==> src/rtl/mem_access32.sv <==
// Memory/IO access stage: decodes the effective address into data RAM, the IO
// window or unmapped space, and stalls the core until load data or an error is ready.
//
// state   | meaning
// IDLE    | decode request; RAM stores and faults complete here
// RAM_RD  | RAM read data returning, captured into rdata_q
// IO_WAIT | IO strobe held, waiting for io_ready or timeout
// DONE    | present rdata_q/err_q to writeback, release stall
module mem_access32 #(
    parameter int RAM_AW     = 14,
    parameter int IO_TIMEOUT = 15
) (
    input  logic              clock,
    input  logic              reset,
    input  logic              Mem_read,
    input  logic              Mem_write,
    input  logic [31:0]       ALU_Result,
    input  logic [31:0]       Read_data_2,
    output logic              ram_en,
    output logic              ram_we,
    output logic [RAM_AW-1:0] ram_addr,
    output logic [31:0]       ram_wdata,
    input  logic [31:0]       ram_rdata,
    output logic              io_rd,
    output logic              io_wr,
    output logic [9:0]        io_addr,
    output logic [31:0]       io_wdata,
    input  logic [31:0]       io_rdata,
    input  logic              io_ready,
    output logic              Mem_stall,
    output logic [31:0]       Read_data,
    output logic              Bus_err,
    output logic              Err_status
);

    localparam int         RAM_HI  = RAM_AW + 2;
    localparam logic [7:0] TO_LAST = 8'(IO_TIMEOUT - 1);

    typedef enum logic [1:0] {
        S_IDLE    = 2'd0,
        S_RAM_RD  = 2'd1,
        S_IO_WAIT = 2'd2,
        S_DONE    = 2'd3
    } state_t;

    state_t      r_state;
    state_t      w_next;
    logic [31:0] r_rdata_q;
    logic        r_err_q;
    logic [7:0]  r_count;
    logic        r_err_status;

    logic w_req;
    logic w_in_ram;
    logic w_in_io;
    logic w_fault;
    logic w_ok;
    logic w_timeout;

    assign w_req     = Mem_read | Mem_write;
    assign w_in_ram  = (ALU_Result[31:RAM_HI] == '0);
    assign w_in_io   = (ALU_Result[31:10] == 22'h3FFFFF);
    assign w_fault   = w_req & ((~w_in_ram & ~w_in_io)
                              | (ALU_Result[1:0] != 2'b00)
                              | (Mem_read & Mem_write));
    assign w_ok      = w_req & ~w_fault;
    assign w_timeout = (r_count == TO_LAST) & ~io_ready;

    assign ram_addr   = ALU_Result[RAM_HI-1:2];
    assign ram_wdata  = Read_data_2;
    assign io_addr    = ALU_Result[9:0];
    assign io_wdata   = Read_data_2;
    assign Err_status = r_err_status;

    always_ff @(posedge clock or negedge reset) begin
        if (!reset) begin
            r_state      <= S_IDLE;
            r_rdata_q    <= '0;
            r_err_q      <= 1'b0;
            r_count      <= '0;
            r_err_status <= 1'b0;
        end else begin
            r_state <= w_next;
            case (r_state)
                S_IDLE: begin
                    if (w_fault)
                        r_err_status <= 1'b1;
                    if (w_ok && w_in_io)
                        r_count <= '0;
                end
                S_RAM_RD: r_rdata_q <= ram_rdata;
                S_IO_WAIT: begin
                    // ready on the last allowed cycle still counts as success
                    if (io_ready) begin
                        if (Mem_read)
                            r_rdata_q <= io_rdata;
                    end else if (r_count == TO_LAST) begin
                        r_rdata_q <= '0;
                        r_err_q   <= 1'b1;
                    end else begin
                        r_count <= r_count + 8'd1;
                    end
                end
                S_DONE: begin
                    if (r_err_q)
                        r_err_status <= 1'b1;
                    r_err_q <= 1'b0;
                end
                default: ;
            endcase
        end
    end

    always_comb begin
        w_next    = r_state;
        ram_en    = 1'b0;
        ram_we    = 1'b0;
        io_rd     = 1'b0;
        io_wr     = 1'b0;
        Mem_stall = 1'b0;
        Read_data = '0;
        Bus_err   = 1'b0;
        case (r_state)
            S_IDLE: begin
                if (w_fault) begin
                    Bus_err = 1'b1;
                end else if (w_ok && w_in_ram) begin
                    if (Mem_write) begin
                        ram_we = 1'b1;
                    end else begin
                        ram_en    = 1'b1;
                        Mem_stall = 1'b1;
                        w_next    = S_RAM_RD;
                    end
                end else if (w_ok && w_in_io) begin
                    io_rd     = Mem_read;
                    io_wr     = Mem_write;
                    Mem_stall = 1'b1;
                    w_next    = S_IO_WAIT;
                end
            end
            S_RAM_RD: begin
                Mem_stall = 1'b1;
                w_next    = S_DONE;
            end
            S_IO_WAIT: begin
                Mem_stall = 1'b1;
                io_rd     = Mem_read;
                io_wr     = Mem_write;
                if (io_ready || w_timeout)
                    w_next = S_DONE;
            end
            S_DONE: begin
                Read_data = r_rdata_q;
                Bus_err   = r_err_q;
                w_next    = S_IDLE;
            end
            default: w_next = S_IDLE;
        endcase
        // strobes drop with reset even while the held request is still present
        if (!reset) begin
            ram_en    = 1'b0;
            ram_we    = 1'b0;
            io_rd     = 1'b0;
            io_wr     = 1'b0;
            Mem_stall = 1'b0;
            Bus_err   = 1'b0;
        end
    end

endmodule

==> config.mk <==
export PLATFORM = sky130hd
export DESIGN_NAME = mem_access32
export DESIGN_NICKNAME = d
export VERILOG_FILES = /design/src/rtl/mem_access32.sv
export SDC_FILE = /design/constraint.sdc
export NUM_CORES = 1
export LEC_CHECK = 0
export CAP_MARGIN = 20
export CORE_MARGIN = 2
export CORE_UTILIZATION = 38
export CTS_BUF_LIST = sky130_fd_sc_hd__clkbuf_2 sky130_fd_sc_hd__clkbuf_4 sky130_fd_sc_hd__clkbuf_8
export DETAILED_ROUTE_END_ITERATION = 12
export HOLD_SLACK_MARGIN = 0.02
export PLACE_DENSITY = 0.88
export REMOVE_ABC_BUFFERS = 1
export SYNTH_ARGS = -nofsm -noshare
export SYNTH_HDL_FRONTEND = slang
export SYNTH_SLANG_ARGS = --single-unit
export TNS_END_PERCENT = 100
==> constraint.sdc <==
create_clock -name clock -period 4.15 [get_ports clock]
set_input_delay 0.83 -clock clock [delete_from_list [all_inputs] [get_ports clock]]
set_output_delay 0.83 -clock clock [all_outputs]
set_load 0.1 [all_outputs]
==> impl.org <==
** Synth
- For this run, the number of Yosys warnings is 0.
- The synthesized design devotes to its leading area cell type 31.4% of total area.
- Count leader, synth :: sky130_fd_sc_hd__buf_4
- Unique cell type count in the Yosys netlist :: 47
- The synthesized design contains 44 register bits.
- Share of synthesized flip-flops with an asynchronous set or reset :: 100%
- After synthesis, the cell types taking the most area are sky130_fd_sc_hd__dfrtp_1, sky130_fd_sc_hd__buf_4, sky130_fd_sc_hd__a21oi_2.
- Post-synth top area cell :: sky130_fd_sc_hd__dfrtp_1
- Counting flops with a built-in enable in the synthesized netlist gives 0.
- Sequential elements use 31.4% of the synthesized area.
- Counting every instance in the synthesized netlist gives a little under 400.
- Post-synthesis cell area :: 3500 um^2
- Synthesized area per cell :: 8.80 um^2
- Most frequent cells after synthesis :: sky130_fd_sc_hd__buf_4, sky130_fd_sc_hd__dfrtp_1, sky130_fd_sc_hd__nor2_1, sky130_fd_sc_hd__and2_1, sky130_fd_sc_hd__a22oi_1
- For this run, the leading register cell type out of synthesis is sky130_fd_sc_hd__dfrtp_1.

** Clock network
- CTS HTree Levels :: 2
- Number of post-CTS setup repair buffers :: 0
- Number of buffers created by CTS :: 5
- Counting along the longest clock path gives a buffer depth of 2.
- Clock tree from TritonCTS :: done
- Once the clock tree was built, the resizer swapped 0 gates to a different size.
- After clock tree synthesis, the clock-pin slew on the worst setup and hold paths is 0.09 ns.
- Total of hold buffers inserted after clock tree synthesis :: 0
- The clock reaches the later pin of the worst-skew pair after ~0.3 ns.
- CTS Sinks :: between 40 and 50
- Cell at the root of the clock tree :: sky130_fd_sc_hd__clkbuf_8

** Pwr
- For this design the ratio of total power to cell area is 824 nW/um^2.
- VDD sags by at most 405 uV.
- Leakage power total :: 1.74 nW
- Total Power :: 3.54 mW

** Cells and area
- 0 antenna diodes ended up in the layout.
- In the final layout, the share of cells above drive strength 1 is roughly a fifth.
- Post-layout net count :: roughly 580
- Synthesis-to-finish area growth :: 22.8%
- Cell area after layout :: between 4000 and 5000 um^2

** STA
- At the pin with the least slew margin, the transition time is approximately 1.1 ns.
- Worst relative slew slack :: 27.7%
- Hold Fails Final Rpt :: 0
- Highest Clock Rate :: ~0.27 GHz
- Setup repair after global routing left no endpoint under its margin.
- Finish-stage setup viols :: 0
- The clock period could shrink to between 3 and 4 ns.
- Share of the cycle needed by the critical path after routing :: roughly nine tenths
- The clock arrives with 0.00818 ns of skew.
- The final number of max-transition violations was 0.

** Route
- Average via count per standard cell :: 5.49
- After detailed routing, the number of remaining DRC violations is 0.
- Count of vias placed by the detailed router :: 3002
- Number of DRC violations after detailed-routing iteration 0 :: 109
- Detailed-route wire length :: 13000 um
- The first detailed-routing pass took 4 iterations.
- Antenna-violating nets left :: 0
- Routed wirelength normalized by instance count :: 23.8 um

** Global routing
- Number of antenna violations at the first check in global routing :: 0
- Wire length of the first global-routing pass :: 18000 um
- Vias in the first global route :: 2880
- Across every metal layer, demand over resource in global routing totals 24.9%.
- After global routing the overflow that remains totals 0.
- Maximum number of pins on one net before global-route repair :: 38

** Placement
- Once detailed placement completed, the half-perimeter wirelength came to 10900 um.
- Routability-driven placement finished with a final weighted congestion of 0.937.
- Count of input and output buffers :: between 100 and 150
- The placed instances occupy a cell area of between 4000 and 5000 um^2.

** Setup path
- For the worst setup path, the data required time is 3.32 ns.
- Kind of capture point of the worst setup path :: output port
- By startpoint and endpoint, the worst setup path is classified as in2out.
- In this run the worst path has a maximum fanout of 5.
- Data arrival, critical path :: 2.93 ns
- The worst setup path is launched from an input port.

** Floorplanning
- DIE AREA :: approximately 10000 um^2
- Once the floorplan was initialized, standard cells occupied between 30% and 40% of the core.
- Core region area :: between 9000 and 10000 um^2
- Die X-Extent :: 100 um
- Die Ht :: around 100 um
- Boundary pin count :: 260
- Standard-cell rows :: 35

** Status
- The run finished with clean final reports.

** Hold path
- The worst hold path belongs to the class in2async.

** Flow run
- Max-cap violations in this run came to 0.
[critical path: stages]
cell and delay, ns:
sky130_fd_sc_hd__clkdlybuf4s50_1 0.52, sky130_fd_sc_hd__nand4_1 0.17, sky130_fd_sc_hd__nor4_4 0.39, sky130_fd_sc_hd__and2_1 0.24, sky130_fd_sc_hd__o21ai_0 0.16, sky130_fd_sc_hd__o21ai_0 0.39
sky130_fd_sc_hd__buf_12 0.23
[per-layer routing]
| layer | track usage, % | wire length, um |
|---|---|---|
| met5 | 6.67 | 39 |
| met4 | 8.43 | 368 |
| met3 | 17.5 | 2120 |
| met2 | 41.5 | 6190 |
| met1 | 23.9 | 4300 |
[state kept, by name (all words and copies together) (netlist names)]
register and count:
Err_status 1, r_count 8, r_err_q 1, r_rdata_q 32, r_state 2
[power by group]
part,total [mW],switching [mW],leakage [nW],internal (mW)
Clock,0.261,0.147,0.0400,0.114
Sequential,0.719,0.0984,0.518,0.621
Combinational,2.56,1.86,1.18,0.699
Total,3.54,2.11,1.74,1.43
[area by class of cell]
class	count	area (um^2)
fillers	867	4810
multi-input cells	236	1570
repair buffers	143	1380
flip-flops and latches	44	1100
well taps	111	139
clock buffers	5	68.8
inverters	6	22.5
clock inverters	2	12.5
[through the flow]
step / hold WS [ns] / worst slack, ns / setup TNS (ns) / std cells / util, %
global placement: 0.465 / 0.477 / 0 / 539 / 46.0
finish: 0.380 / 0.385 / 0 / 547 / 47.2
detailed placement: 0.496 / 0.425 / 0 / 539 / 46.0
global route: 0.380 / 0.203 / 0 / 547 / 47.2
CTS: 0.374 / 0.390 / 0 / 546 / 46.9
floorplan: 0.483 / -0.960 / -1.61 / 286 / -
[placed cells by master (no fill, tap or decap), types with 2 or more instances in the layout]
cell	netlist	layout
sky130_fd_sc_hd__buf_12	0	5
sky130_fd_sc_hd__a22oi_1	31	31
sky130_fd_sc_hd__o41ai_1	2	2
sky130_fd_sc_hd__buf_4	90	44
sky130_fd_sc_hd__o221ai_1	2	2
sky130_fd_sc_hd__a21oi_1	11	11
sky130_fd_sc_hd__o31ai_1	3	3
sky130_fd_sc_hd__dfrtp_1	44	44
sky130_fd_sc_hd__a31oi_1	2	2
sky130_fd_sc_hd__a41o_1	2	2
sky130_fd_sc_hd__o2111ai_1	4	4
sky130_fd_sc_hd__inv_1	5	5
sky130_fd_sc_hd__and2_1	34	34
sky130_fd_sc_hd__ha_1	6	6
sky130_fd_sc_hd__or4_1	3	3
sky130_fd_sc_hd__nor2_1	44	44
sky130_fd_sc_hd__nand3_1	3	3
sky130_fd_sc_hd__or3_1	4	4
sky130_fd_sc_hd__o21ai_0	10	10
sky130_fd_sc_hd__clkdlybuf4s50_1	0	92
sky130_fd_sc_hd__a21boi_0	2	2
sky130_fd_sc_hd__and3_1	2	2
sky130_fd_sc_hd__a21oi_2	28	28
sky130_fd_sc_hd__nor4_1	5	5
sky130_fd_sc_hd__clkbuf_8	0	5
sky130_fd_sc_hd__nand4_1	8	8
sky130_fd_sc_hd__nand2_1	11	11
[logic make-up after synthesis]
| family | synth area share [%] |
|---|---|
| compound gates | 23.4 |
| xor+xnor | 0.250 |
| flops | 31.4 |
| fa+ha+maj | 2.14 |
| simple gates | 18.9 |
| mux | 0.286 |
| buf+inv | 23.6 |
[path summary, 6_finish.rpt]
kind	depth (start not counted)	startpoint	end	slack (ns)
setup / recovery	7	ALU_Result[12]	Mem_stall	0.39
hold / removal	1	reset	Err_status$_DFFE_PN0P_	0.38
hold reg to reg	1	Err_status$_DFFE_PN0P_	Err_status$_DFFE_PN0P_	0.51
setup reg to reg	5	r_state[0]$_DFFE_PN0P_	r_rdata_q[31]$_DFFE_PN0P_	1.46
max in group asynchronous	2	reset	r_rdata_q[10]$_DFFE_PN0P_	3.02
min in group clock	1	Err_status$_DFFE_PN0P_	Err_status$_DFFE_PN0P_	0.51
No activity file was read; power rests on OpenSTA's default activity.
